$ cat src/rtl/program_load_ctrl.sv
// program_load_ctrl: sequences a 64x16 instruction memory in two modes.
//   LOAD: each debounced button press samples the switches into one of three
//         fields of a 16-bit word; the third press writes the word at prog_len.
//   RUN : CPU is released from reset; fetch requests go straight to the memory
//         read port and the answer is returned one cycle later.
// Ports:
//   clk, reset (async, active low)
//   instruction[7:0], button, run      board switches / push-button / mode level
//   fetch_req, fetch_addr              CPU fetch request
//   mem_we, mem_waddr, mem_wdata       memory write port
//   mem_raddr, mem_rdata               synchronous memory read port
//   fetch_valid, fetch_instr           fetch response
//   cpu_reset_n, prog_len, load_phase, full   status
module program_load_ctrl #(
  parameter int          ADDR_W          = 6,
  parameter int          DEPTH           = 64,
  parameter int          DEBOUNCE_CYCLES = 16,
  parameter logic [15:0] HALT_WORD       = 16'h0000
) (
  input  logic              clk,
  input  logic              reset,
  input  logic [7:0]        instruction,
  input  logic              button,
  input  logic              run,
  input  logic              fetch_req,
  input  logic [ADDR_W-1:0] fetch_addr,
  output logic              mem_we,
  output logic [ADDR_W-1:0] mem_waddr,
  output logic [15:0]       mem_wdata,
  output logic [ADDR_W-1:0] mem_raddr,
  input  logic [15:0]       mem_rdata,
  output logic              fetch_valid,
  output logic [15:0]       fetch_instr,
  output logic              cpu_reset_n,
  output logic [ADDR_W:0]   prog_len,
  output logic [1:0]        load_phase,
  output logic              full
);

  localparam int CNT_W = $clog2(DEBOUNCE_CYCLES + 1);

  typedef enum logic {S_LOAD = 1'b0, S_RUN = 1'b1} mode_e;

  // ---------------- button synchroniser + debouncer ----------------
  logic             btn_s1_q, btn_s2_q;
  logic             deb_q, deb_d;
  logic [CNT_W-1:0] cnt_q, cnt_d;
  logic             press;

  // cnt counts consecutive samples that differ from the accepted level; the
  // level flips on the DEBOUNCE_CYCLES-th such sample, any equal sample restarts.
  always_comb begin
    deb_d = deb_q;
    cnt_d = '0;
    press = 1'b0;
    if (btn_s2_q != deb_q) begin
      if (cnt_q == CNT_W'(DEBOUNCE_CYCLES - 1)) begin
        deb_d = btn_s2_q;
        press = btn_s2_q;
      end else begin
        cnt_d = cnt_q + 1'b1;
      end
    end
  end

  // ---------------- mode FSM ----------------
  // The second run synchroniser flop is the mode register itself, so the mode
  // follows the raw level two cycles later.
  logic  run_s1_q;
  mode_e state_q, state_d;

  assign state_d = run_s1_q ? S_RUN : S_LOAD;

  // ---------------- load datapath ----------------
  logic [1:0]      phase_q, phase_d;
  logic [11:0]     word_q, word_d;     // word bits [15:4]
  logic [ADDR_W:0] len_q, len_d;
  logic            we;

  assign full = (len_q == (ADDR_W + 1)'(DEPTH));

  always_comb begin
    phase_d = phase_q;
    word_d  = word_q;
    len_d   = len_q;
    we      = 1'b0;
    if (state_q == S_RUN) begin
      if (state_d == S_LOAD) len_d = '0;
    end else if (press && !full) begin
      case (phase_q)
        2'd0: begin
          word_d  = {instruction[5:0], 6'b0};
          phase_d = 2'd1;
        end
        2'd1: begin
          word_d[5:0] = instruction[5:0];
          phase_d     = 2'd2;
        end
        2'd2: begin
          we      = 1'b1;
          len_d   = len_q + 1'b1;
          phase_d = 2'd0;
        end
        default: phase_d = 2'd0;
      endcase
    end
    // Partial words never survive into RUN.
    if (state_d == S_RUN) phase_d = 2'd0;
  end

  // ---------------- fetch path ----------------
  logic fv_q, fv_d, hit_q, hit_d;

  // A response is only produced if RUN holds in both request and reply cycles,
  // which drops anything in flight when leaving RUN.
  assign fv_d  = fetch_req && (state_q == S_RUN) && (state_d == S_RUN);
  assign hit_d = ({1'b0, fetch_addr} < len_q);

  always_ff @(posedge clk or negedge reset) begin
    if (!reset) begin
      btn_s1_q <= 1'b0;
      btn_s2_q <= 1'b0;
      deb_q    <= 1'b0;
      cnt_q    <= '0;
      run_s1_q <= 1'b0;
      state_q  <= S_LOAD;
      phase_q  <= 2'd0;
      word_q   <= '0;
      len_q    <= '0;
      fv_q     <= 1'b0;
      hit_q    <= 1'b0;
    end else begin
      btn_s1_q <= button;
      btn_s2_q <= btn_s1_q;
      deb_q    <= deb_d;
      cnt_q    <= cnt_d;
      run_s1_q <= run;
      state_q  <= state_d;
      phase_q  <= phase_d;
      word_q   <= word_d;
      len_q    <= len_d;
      fv_q     <= fv_d;
      hit_q    <= hit_d;
    end
  end

  // ---------------- outputs ----------------
  assign mem_we      = we;
  assign mem_waddr   = we ? len_q[ADDR_W-1:0] : '0;
  assign mem_wdata   = we ? {word_q, instruction[3:0]} : '0;
  assign mem_raddr   = (state_q == S_RUN && fetch_req) ? fetch_addr : '0;
  assign fetch_valid = fv_q;
  assign fetch_instr = fv_q ? (hit_q ? mem_rdata : HALT_WORD) : '0;
  assign cpu_reset_n = (state_q == S_RUN);
  assign prog_len    = len_q;
  assign load_phase  = phase_q;

  logic unused_instr_hi;
  assign unused_instr_hi = ^instruction[7:6];

endmodule

$ cat config.mk
export PLATFORM = sky130hd
export DESIGN_NAME = program_load_ctrl
export DESIGN_NICKNAME = d
export VERILOG_FILES = /design/src/rtl/program_load_ctrl.sv
export SDC_FILE = /design/constraint.sdc
export NUM_CORES = 1
export LEC_CHECK = 0
export BUFFER_PORTS_ARGS = -buffer_cell sky130_fd_sc_hd__buf_2
export CAP_MARGIN = 0
export CORE_ASPECT_RATIO = 0.7
export CORE_MARGIN = 2
export CORE_UTILIZATION = 49
export DETAILED_ROUTE_END_ITERATION = 8
export GPL_ROUTABILITY_DRIVEN = 1
export GPL_TIMING_DRIVEN = 1
export PLACE_DENSITY = 0.85
export SLEW_MARGIN = 20
export SYNTH_ARGS = -nofsm -noshare
export SYNTH_HDL_FRONTEND = slang
export SYNTH_SLANG_ARGS = --single-unit
$ cat constraint.sdc
create_clock -name clk -period 5.4 [get_ports clk]
set_input_delay 0.81 -clock clk [delete_from_list [all_inputs] [get_ports clk]]
set_output_delay 0.81 -clock clk [all_outputs]
set_load 0.02 [all_outputs]
# ---- Word-level counts from Yosys, hierarchy flattened
# Index checks and enable logic that the tools add are counted.
dict set report word_totals {
  register_bits 33
  inputBits 35
  output_inout_bits 57
  elab_cells 59
}
dict set report classes {
  addsub 2
  order_cmp 1
  eq_ne 7
  n_mux 22
  bitwise_logic 1
  n_reduce_logical 14
}
# op n
set ops {}
lappend ops {{two-way mux 16 bit} 3}
lappend ops {{two-way mux 7 bit} 4}
lappend ops {{two-way mux 6 bit} 2}
lappend ops {{one-hot mux 6 bit (2 select lines)} 1}
lappend ops {{two-way mux 5 bit} 2}
lappend ops {{AND reduction 3 bit} 3}
lappend ops {{nonzero test 2 bit} 4}
lappend ops {{adder 7 x 1 -> 7 bit (second input constant)} 1}
lappend ops {{equality test 7 bit (second input constant)} 1}
lappend ops {{less-than comparator 6 x 7 -> 1 bit} 1}
lappend ops {{two-way mux 1 bit} 6}
lappend ops {{two-way mux 2 bit} 3}
lappend ops {{adder 5 x 1 -> 5 bit (second input constant)} 1}
lappend ops {{equality test 5 x 4 -> 1 bit (second input constant)} 1}
lappend ops {{one-hot mux 2 bit (2 select lines)} 1}
lappend ops {{AND reduction 2 bit} 2}
lappend ops {{logical AND 1 bit} 3}
lappend ops {{equality test 2 x 1 -> 1 bit (second input constant)} 1}
lappend ops {{equality test 2 bit (second input constant)} 1}
lappend ops {{logical NOT 2 bit} 1}
lappend ops {{inequality test 2 x 1 -> 1 bit (second input constant)} 1}
lappend ops {{inequality test 2 bit (second input constant)} 1}
lappend ops {{logical NOT 1 bit} 1}
lappend ops {{inequality test 1 bit} 1}
lappend ops {{NOT 1 bit} 1}

# ---- Depth between registers and ports, before layout
# Gate-level depths: netlist of the first run.
dict set report depth {
  ltp_word 7
  ltp_mapped 7
  ltp_nobuf 6
}

# ---- Least setup slack after synthesis of the first run
# OpenSTA, ideal clock, no wires.
dict set report synth_timing {
  path_kind {flip-flop to output port}
  from {register cnt_q[0]}
  to {output port mem_wdata[10]}
  arrival_time_ps 2025
  required_ps 4590
  slack_ps 2565
  stages_incl_launch_ff 8
  n_path_buf 1
  cell_sequence {dfrtp_1 ha_1 nand4b_2 nor3_1 nand3_1 inv_1 buf_2 and2_1}
}
dict set report synth_via {
  elab_chain_len 7
}
# item line
set synth_lines {}
lappend synth_lines {{start, declared} 47} ;# logic [CNT_W-1:0] cnt_q, cnt_d;
lappend synth_lines {{start signal, assigned} 136} ;# cnt_q <= cnt_d;
lappend synth_lines {{equality test 5 x 4 -> 1 bit} 57} ;# if (cnt_q == CNT_W'(DEBOUNCE_CYCLES - 1)) begin
lappend synth_lines {{two-way mux 1 bit} 57}
lappend synth_lines {{two-way mux 1 bit} 56} ;# if (btn_s2_q != deb_q) begin
lappend synth_lines {{logical AND 1 bit} 89} ;# end else if (press && !full) begin
lappend synth_lines {{two-way mux 1 bit} 89}
lappend synth_lines {{two-way mux 1 bit} 87} ;# if (state_q == S_RUN) begin
lappend synth_lines {{via mem_we} 27} ;# output logic mem_we,
lappend synth_lines {{two-way mux 16 bit} 150} ;# assign mem_wdata = we ? {word_q, instruction[3:0]} : '0;
lappend synth_lines {{end, declared} 29} ;# output logic [15:0] mem_wdata,
# The timed path passes the listed nets, and every way through them passes these cells.

# ---- Final worst setup path of the first run
dict set report layout_timing {
  from {register cnt_q[0]}
  to {output port mem_wdata[11]}
}
dict set report layout_via {
  elab_chain_len 7
}
# item line
set layout_lines {}
lappend layout_lines {{equality test 5 x 4 -> 1 bit} 57}
lappend layout_lines {{two-way mux 1 bit} 57}
lappend layout_lines {{two-way mux 1 bit} 56}
lappend layout_lines {{logical AND 1 bit} 89}
lappend layout_lines {{two-way mux 1 bit} 89}
lappend layout_lines {{two-way mux 1 bit} 87}
lappend layout_lines {{two-way mux 16 bit} 150}
# No other way between the ends.

==> impl_metrics.csv, run 1 <==
group,metric,value,unit
setup_path,worst-setup-path-type,"flip-flop to output port",
worst_hold_path,hold_class,"flip-flop to flip-flop",
timing,period_needed,3.20,ns
timing,finalSetupTns,0,ns
setup_path,timing.critical_path.to_type,"output port",
power,p_clk_frac,0.440,
floorplanning,die_y,55.6,µm
placement,portBuffers,89,
power,combPwrFrac,0.078,
global_route,grt_max_degree,34,
setup_path,cpPeakStageDelay,0.51,ns
finish,drive_above_1_share,0.389,
drt,vias,1705,
setup_path,cp.required,4.59,ns
run_status,status,"finished, final reports clean",
timing,finalSetupViolCount,0,
setup_path,crit_arrival,2.39,ns
timing,rsz0062_at_grt,"false",
logic_synthesis,syn-num-nets,235,
placement,dpl.hpwl,3410,µm
clock_network,cts_buffers,5,
finish,diodes,0,
timing,skew,0.00955,ns
floorplanning,rows,18,
logic_synthesis,synthCells,192,
timing,whs,0.349,ns
drt,drc_errors,0,
drt,viasPerCell,5.12,
logic_synthesis,synth-main-ff-cell,"dfrtp_1",
timing,max-slew-margin-rel,0.519,
drt,post_drt_wl_per_cell,13.4,µm
flow_run,cap_violations,0,
setup_path,cp_max_fo,13,
setup_path,cpLargestDelayFamily,"simple AND/OR/NAND/NOR gates",
floorplanning,start_util,0.521,
clock_network,cts.sinks,33,
global_route,grt_usage,0.217,
timing,fmax,312,MHz
timing,worst_pin_slew,0.722,ns
logic_synthesis,netlist.top_cell.by_area,"dfrtp_1",
floorplanning,core,0.00358,mm²
timing,fin_crit_sh,0.593,
logic_synthesis,netlist_area,0.00187,mm²
logic_synthesis,synth_cell_type_count,35,
timing,slew_viol_final,0,
finish,area_growth,31.9,%
clock_network,cts_root_buf,"clkbuf_8",
logic_synthesis,avgSynthCellArea,9.72,µm²
power,power_leakage,1.47,nW
logic_synthesis,seq_area_frac_synth,0.442,
floorplanning,die_w,77.8,µm
clock_network,cts_hold_buf,0,
global_route,grt_pass1_vias,1561,
clock_network,clkLatencyLatePin,0.29,ns
drt,routed_wl,4470,µm
drt,dr_wl_met3,334,µm
global_route,gr-total-overflow,0,
power,cellPowerDensity,220,mW/mm²
power,ir_drop,0.000176,V
clock_network,cts_resized,0,
drt,wl_met1,2130,µm
global_route,antenna_found_initial,0,
logic_synthesis,yosysWarnings,0,
setup_path,path_buf_inv,2,
global_route,grt_pass1_wl,7320,µm
power,p_int,0.424,mW
drt,wl_met2,1960,µm
power,p_switching,0.118,mW
logic_synthesis,ys_ff_latch,33,
drt,highest_layer,"met4",
clock_network,cts.clk_slew.worst_paths,0.06,ns
floorplanning,pin_count,92,
finish,fillers,299,
floorplanning,die_area,0.00433,mm²
logic_synthesis,synth_top_area_share,0.442,
setup_path,worstPathCellList,"ha_1 -> nand4b_2 -> nor3_1 -> nand3_1 -> inv_1 -> and2_1 -> buf_2",
power,swShare,0.218,
setup_path,cp_slowest_cell,"nor3_1",
clock_network,cts_setup_buffers,0,
logic_synthesis,synthTopCellsByArea,"dfrtp_1 44%, and3_1 7.7%, ha_1 5.4%",
drt,dr.pass1.iters,4,
finish,fin_nets,325,
clock_network,cts_tree,"built",
power,power_frac_seq,0.481,
placement,place_congestion,0.869,
logic_synthesis,synthArstFlopShare,1.00,
logic_synthesis,synth-edff-count,0,
clock_network,cts_buffer_depth,2,
setup_path,start_kind,"flip-flop",
drt,final_antenna_net_count,0,
clock_network,cts-htree-levels,2,
timing,finalHoldViolCount,0,
drt,drtIter0Drc,124,
[logic make-up (layout without fill, tap and decap cells)]
logic type / after synthesis / after routing / synth area share
compound gates: 21 / 21 / 0.0744
xor+xnor: 4 / 4 / 0.0188
fa+ha+maj: 8 / 8 / 0.0536
buf+inv: 22 / 113 / 0.0496
flops: 33 / 33 / 0.442
mux: 15 / 15 / 0.0972
simple gates: 89 / 89 / 0.264
[layout by cell type (no fill, tap or decap), types with 3 or more instances in the layout]
| cell type | instances |
|---|---|
| mux2_4 | 6 |
| a31o_2 | 3 |
| o21ai_0 | 6 |
| nor2_1 | 15 |
| xor2_1 | 3 |
| ha_1 | 8 |
| nand2b_1 | 6 |
| and2_1 | 13 |
| a21oi_1 | 5 |
| clkbuf_8 | 6 |
| mux2i_1 | 8 |
| nand2_1 | 14 |
| nand3_1 | 6 |
| and3_1 | 23 |
| dfrtp_1 | 33 |
| inv_1 | 15 |
| buf_2 | 89 |
| nor3_1 | 3 |
[path summary, 6_finish.rpt]
path | endpoint | depth (start not counted) | startpoint | slack [ns]
min in group asynchronous | prog_len[6]$_DFFE_PN0P_ | 1 | reset | 0.57
min reg2reg | btn_s2_q$_DFF_PN0_ | 0 | btn_s1_q$_DFF_PN0_ | 0.35
max reg2reg | word_q[9]$_DFFE_PN0P_ | 5 | cnt_q[0]$_DFF_PN0_ | 3.15
min | btn_s2_q$_DFF_PN0_ | 0 | btn_s1_q$_DFF_PN0_ | 0.35
max | mem_wdata[11] | 7 | cnt_q[0]$_DFF_PN0_ | 2.20
max in group asynchronous | cnt_q[4]$_DFF_PN0_ | 1 | reset | 4.35
[stage by stage]
| stage | utilization | power [mW] | setup slack (ns) | cells | area, µm² |
|---|---|---|---|---|---|
| after floorplan | - | 0.284 | 2.56 | 192 | 1870 |
| final | 0.688 | 0.543 | 2.20 | 333 | 2460 |
| after detailed placement | 0.655 | 0.309 | 2.49 | 325 | 2350 |
| after global placement | 0.655 | 0.307 | 2.55 | 325 | 2350 |
| after CTS | 0.688 | 0.548 | 2.17 | 333 | 2460 |
| after global routing | 0.688 | 0.567 | 1.94 | 333 | 2460 |
[cells in the mapped netlist (all sizes together) (3+ instances only)]
cell type,instances
mux2,7
inv,15
clkbuf,5
a21oi,5
and3,23
nand3,6
a31o,3
nand2,14
xor2,3
ha,8
nor3,4
and2,13
dfrtp,33
nand2b,6
nor2,15
mux2i,8
o21ai,6
[power by group through the flow]
stage | clock network, mW | registers [mW] | logic (mW)
2_1_floorplan | 0 | 0.264 | 0.0204
3_3_place_gp | 0 | 0.266 | 0.0419
3_5_place_dp | 0 | 0.266 | 0.0430
4_1_cts | 0.244 | 0.261 | 0.0432
5_1_grt | 0.257 | 0.262 | 0.0476
6_report | 0.239 | 0.261 | 0.0425
[state kept, by name, summed over array words and instances (netlist names)]
| signal | cells |
|---|---|
| cnt_q | 5 |
| run_s1_q | 1 |
| prog_len | 7 |
| word_q | 12 |
| btn_s2_q | 1 |
| cpu_reset_n | 1 |
| hit_q | 1 |
| btn_s1_q | 1 |
| deb_q | 1 |
| load_phase | 2 |
| fetch_valid | 1 |
[layout make-up]
cell class,instances,area [µm²],share of cell area
tap,50,62.6,0.0254
timing repair buffer,90,453,0.184
inverter,15,56.3,0.0229
multi-input combinational,137,948,0.385
clock buffer,7,86.3,0.0351
sequential,33,826,0.335
clock inverter,1,30.0,0.0122
[metal layers]
layer	track usage	up-vias
met2	0.326	67
met3	0.0536	6
met1	0.302	790
li1	-	842
met4	0.0867	0
met5	0	-
Power figures use the tool's default switching activity.
==> run 2: changes to the inputs <==
CORE_UTILIZATION = 46   (was 49)
PLACE_DENSITY = 0.8   (was 0.85)
clock period = 3.2 ns   (was 5.4 ns; I/O delays follow)
==> run 2 against run 1 <==
Flip-flop and latch count unchanged; clock power rose by 41%; critical path depth increased by 1; clock skew decreased by 0.0028 ns; critical path type unchanged.
==> impl_metrics.csv, run 2 (synthesis results as in run 1) <==
group,metric,value,unit
drt,viasPerCell,5.01,
global_route,antenna_found_initial,0,
setup_path,r2r_setup_slack,0.97,ns
worst_hold_path,hold_class,"primary input to async pin",
clock_network,cts_root_buf,"clkbuf_8",
finish,postLayoutCellArea,0.00246,mm²
clock_network,cts_hold_buf,0,
floorplanning,start_util,0.479,
setup_path,start_kind,"flip-flop",
finish,layout_commonest_cell,"buf_2",
floorplanning,die_w,80.1,µm
run_status,status,"finished, final reports clean",
timing,skew,0.00672,ns
placement,placed_area,0.00236,mm²
global_route,grt_pass1_wl,6890,µm
finish,largest_reg_flops,12,
power,ir_drop,0.000250,V
timing,fmax,382,MHz
setup_path,reg2reg_depth,5,
power,swShare,0.227,
power,p_int,0.657,mW
timing,slew_viol_final,0,
setup_path,r2r-end,"word_q[8]$_DFFE_PN0P_",
setup_path,crit_arrival,2.14,ns
global_route,gr-total-overflow,0,
clock_network,cts_tree,"built",
timing,finalHoldViolCount,0,
setup_path,timing.critical_path.to_type,"output port",
placement,dpl.hpwl,3290,µm
power,power_leakage,1.47,nW
finish,diodes,0,
clock_network,cts_setup_buffers,0,
timing,fin_crit_sh,0.819,
placement,place_worst_setup_slack,0.907,ns
finish,fillers,340,
timing,finalSetupViolCount,0,
finish,multi_input_area,948,µm²
floorplanning,die_area,0.00459,mm²
global_route,grt_usage,0.196,
drt,dr.pass1.iters,4,
power,p_switching,0.193,mW
timing,worst_pin_slew,0.714,ns
drt,post_drt_wl_per_cell,12.8,µm
clock_network,cts.sinks,33,
finish,seqCellArea,826,µm²
power,combPwrFrac,0.084,
clock_network,cts.clk_slew.worst_paths,0.07,ns
timing,period_needed,2.62,ns
setup_path,crit-reg2reg-launch,"cnt_q[0]$_DFF_PN0_",
floorplanning,pin_count,92,
placement,place_congestion,0.846,
drt,routed_wl,4290,µm
finish,regMostFlops,"word_q",
floorplanning,die_y,57.3,µm
global_route,grt_pass1_vias,1488,
drt,final_antenna_net_count,0,
finish,fin_nets,326,
placement,portBuffers,89,
global_route,grt_max_degree,34,
setup_path,worst-setup-path-type,"flip-flop to output port",
power,power_frac_seq,0.519,
clock_network,cts-htree-levels,2,
finish,final_cell_mix,"89 x buf_2, 33 x dfrtp_1, 23 x and3_1, 15 x inv_1, 15 x nor2_1",
floorplanning,core,0.00390,mm²
timing,rsz0062_at_grt,"false",
clock_network,clkLatencyLatePin,0.29,ns
clock_network,cts_resized,0,
finish,drive_above_1_share,0.394,
flow_run,cap_violations,0,
timing,finalWorstSetupSlack,0.579,ns
setup_path,cp_max_fo,13,
power,finalPower,0.850,mW
timing,max-slew-margin-rel,0.524,
timing,finalSetupTns,0,ns
power,p_clk_frac,0.396,
floorplanning,rows,19,
power,cellPowerDensity,346,mW/mm²
drt,drc_errors,0,
drt,drtIter0Drc,132,
drt,vias,1685,
finish,area_growth,31.6,%
clock_network,cts_buffer_depth,2,
timing,whs,0.243,ns
clock_network,cts_buffers,5,
setup_path,cp.required,2.72,ns
run 2: power by group through the flow:
stage | Clock (mW) | Sequential (mW) | Combinational, mW
after floorplan | 0 | 0.445 | 0.0344
after global placement | 0 | 0.448 | 0.0711
after detailed placement | 0 | 0.449 | 0.0728
after CTS | 0.348 | 0.441 | 0.0729
after global routing | 0.365 | 0.444 | 0.0802
final | 0.337 | 0.442 | 0.0716
run 2: through the flow:
stage,util,cells
after floorplan,-,192
after detailed placement,0.604,328
after global routing,0.630,336
after global placement,0.604,328
final,0.630,336
after CTS,0.630,336
run 2: worst max path at each step:
stage	startpoint	endpoint	slack (ns)	cells after the start
floorplan	cnt_q[0]$_DFF_PN0_	mem_wdata[10]	0.69	7
CTS	cnt_q[0]$_DFF_PN0_	mem_wdata[3]	0.59	8
global route	cnt_q[0]$_DFF_PN0_	mem_wdata[3]	0.41	8
detailed placement	cnt_q[0]$_DFF_PN0_	mem_wdata[3]	0.91	8
finish	cnt_q[0]$_DFF_PN0_	mem_wdata[3]	0.58	8
global placement	cnt_q[0]$_DFF_PN0_	mem_wdata[14]	0.92	8
run 2: layer usage:
metal  wire length, µm  vias to the layer above  track usage
li1                  -                      850            -
met1              2030                      762        0.266
met2              1850                       68        0.302
met3               355                        5       0.0491
met4                56                        0       0.0799
met5                 0                        -            0
run 2: final cells by class:
| type | count | share of cell area |
|---|---|---|
| clock buffers | 7 | 0.0392 |
| clock inverters | 1 | 0.00204 |
| inverters | 15 | 0.0229 |
| multi-input cells | 137 | 0.386 |
| flip-flops and latches | 33 | 0.336 |
| well taps | 52 | 0.0265 |
| repair buffers | 91 | 0.187 |
run 2: worst max-delay path, cell delays in order, from the launching register on:
cell	delay (ns)
dfrtp_1	0.37
ha_1	0.22
nand4b_2	0.15
nor3_1	0.19
buf_4	0.16
nand3_1	0.09
inv_1	0.29
and2_1	0.20
buf_2	0.17
==> run 3: changes to the inputs <==
clock period = 2.55 ns   (was 3.2 ns; I/O delays follow)
==> run 3 against run 2 <==
Register-to-register slack worse by 0.70 ns; global-route usage down 0.062 points; largest cell class unchanged; wire length up 2.7%; flip-flop and latch count unchanged; total power up 35%; sequential share of layout area down 0.90 points; design area up 2.7%; utilization up 1.7 points; worst setup slack worse by 0.50 ns.
==> impl_metrics.csv, run 3 (synthesis results as in run 1) <==
group,metric,value,unit
floorplanning,start_util,0.479,
clock_network,cts_buffers,5,
timing,skew,0.00958,ns
floorplanning,die_area,0.00459,mm²
setup_path,cp.required,2.17,ns
setup_path,worstPathCellList,"nor4_2 -> nand3_1 -> nand3_1 -> clkinvlp_4 -> and2_1 -> buf_2",
clock_network,cts_tree,"built",
timing,period_needed,2.47,ns
finish,fillers,322,
power,power_frac_seq,0.481,
placement,place_congestion,0.872,
drt,drtIter0Drc,84,
drt,vias,1684,
setup_path,timing.critical_path.to_type,"output port",
drt,post_drt_wl_per_cell,12.9,µm
power,p_clk_frac,0.441,
timing,slew_viol_final,0,
timing,max-slew-margin-rel,0.520,
setup_path,cp_max_fo,13,
power,p_switching,0.253,mW
floorplanning,rows,19,
placement,place_worst_setup_slack,0.294,ns
drt,final_antenna_net_count,0,
finish,regMostFlops,"word_q",
finish,final_cell_mix,"89 x buf_2, 33 x dfrtp_1, 23 x and3_1, 15 x nor2_1",
global_route,antenna_found_initial,0,
setup_path,cp_common_cell,"nand3_1",
clock_network,cts.clk_slew.worst_paths,0.07,ns
power,ir_drop,0.000436,V
clock_network,cts_root_buf,"clkbuf_8",
clock_network,cts.sinks,33,
drt,drc_errors,0,
drt,viasPerCell,4.94,
drt,routed_wl,4410,µm
floorplanning,die_y,57.3,µm
run_status,status,"finished, final reports clean",
timing,fin_crit_sh,0.968,
finish,area_growth,35.3,%
finish,fin_nets,331,
global_route,grt_max_degree,34,
finish,layout_commonest_cell,"buf_2",
timing,finalWorstSetupSlack,0.0823,ns
power,power_leakage,1.49,nW
finish,diodes,0,
setup_path,start_kind,"flip-flop",
worst_hold_path,hold_class,"primary input to async pin",
placement,dpl.hpwl,3280,µm
finish,largest_reg_flops,12,
clock_network,cts_buffer_depth,2,
timing,fmax,405,MHz
floorplanning,die_w,80.1,µm
setup_path,cp_slowest_cell,"dfrtp_1",
power,p_int,0.899,mW
power,finalPower,1.15,mW
setup_path,worst-setup-path-type,"flip-flop to output port",
setup_path,cpPeakStageDelay,0.46,ns
flow_run,cap_violations,0,
clock_network,clkLatencyLatePin,0.29,ns
timing,finalSetupViolCount,0,
drt,dr.pass1.iters,4,
clock_network,cts-htree-levels,2,
timing,whs,0.144,ns
floorplanning,pin_count,92,
clock_network,cts_hold_buf,0,
setup_path,path_buf_inv,2,
global_route,grt_usage,0.195,
timing,finalHoldViolCount,0,
finish,fin_util,0.648,
power,cellPowerDensity,456,mW/mm²
setup_path,cpLargestDelayFamily,"simple AND/OR/NAND/NOR gates",
global_route,grt_pass1_wl,6860,µm
global_route,gr-total-overflow,0,
finish,drive_above_1_share,0.412,
floorplanning,core,0.00390,mm²
global_route,grt_pass1_vias,1444,
timing,worst_pin_slew,0.720,ns
placement,portBuffers,89,
setup_path,crit_arrival,2.09,ns
power,combPwrFrac,0.078,
power,swShare,0.219,
==> run 3: cell count changes in the layout (fill, tap and decap cells not counted), sizes merged <==
cell / before / now
bufinv: 0 / 1
buf: 91 / 96
clkinv: 1 / 0
clkinvlp: 0 / 1
inv: 15 / 14
==> run 3: what timing repair did <==
| action | in CTS | in global routing |
|---|---|---|
| gates resized for setup | 0 | 3 |
| buffers inserted | 0 | 3 |
| setup endpoints to repair | 0 | 11 |
| hold endpoints to repair | 0 | 0 |
==> run 3: power groups by stage <==
| stage | clock network (mW) | logic (mW) | registers (mW) |
|---|---|---|---|
| CTS | 0.516 | 0.0913 | 0.554 |
| global route | 0.538 | 0.101 | 0.557 |
| global placement | 0 | 0.0892 | 0.563 |
| floorplan | 0 | 0.0431 | 0.558 |
| finish | 0.507 | 0.0902 | 0.554 |
| detailed placement | 0 | 0.0911 | 0.564 |
==> run 3: routing by layer <==
layer  track usage  vias to the layer above  part of all wire
met1         0.289                      765              0.48
met4        0.0654                        0             0.012
met2         0.282                       57              0.43
met5             0                        -                 0
li1              -                      853                 -
met3        0.0475                        9             0.073
==> run 3: stage by stage <==
stage / setup TNS [ns] / instance area, µm² / instances
6_report: 0 / 2520 / 341
5_1_grt: -0.186 / 2520 / 341
4_1_cts: 0 / 2490 / 338
3_5_place_dp: 0 / 2370 / 330
3_3_place_gp: 0 / 2370 / 330
2_1_floorplan: 0 / 1870 / 192
==> run 3: area by class of cell <==
type                       count  area, µm²  area share
clock buffer                   7       86.3      0.0342
clock inverter                 1       30.0      0.0119
inverter                      15       60.1      0.0238
multi-input combinational    137        960       0.380
sequential                    33        826       0.327
tap                           52       65.1      0.0258
timing repair buffer          96        498       0.197
==> run 3: worst paths after layout <==
| kind | from | endpoint | slack [ns] | cells past startpoint |
|---|---|---|---|---|
| max | prog_len[2]$_DFFE_PN0P_ | mem_wdata[14] | 0.08 | 6 |
| min | reset | word_q[0]$_DFFE_PN0P_ | 0.14 | 1 |
| max reg2reg | cnt_q[0]$_DFF_PN0_ | word_q[8]$_DFFE_PN0P_ | 0.27 | 5 |
| min reg2reg | btn_s1_q$_DFF_PN0_ | btn_s2_q$_DFF_PN0_ | 0.35 | 0 |
| max in group asynchronous | reset | word_q[2]$_DFFE_PN0P_ | 1.93 | 1 |
| min in group clk | button | btn_s1_q$_DFF_PN0_ | 0.21 | 1 |
==> run 3: worst register-to-register path, stage by stage (launching register included) <==
cell and delay [ns]:
dfrtp_1 0.37, ha_1 0.23, nand4b_2 0.18, or3_1 0.50, or4_4 0.56, mux2_4 0.33
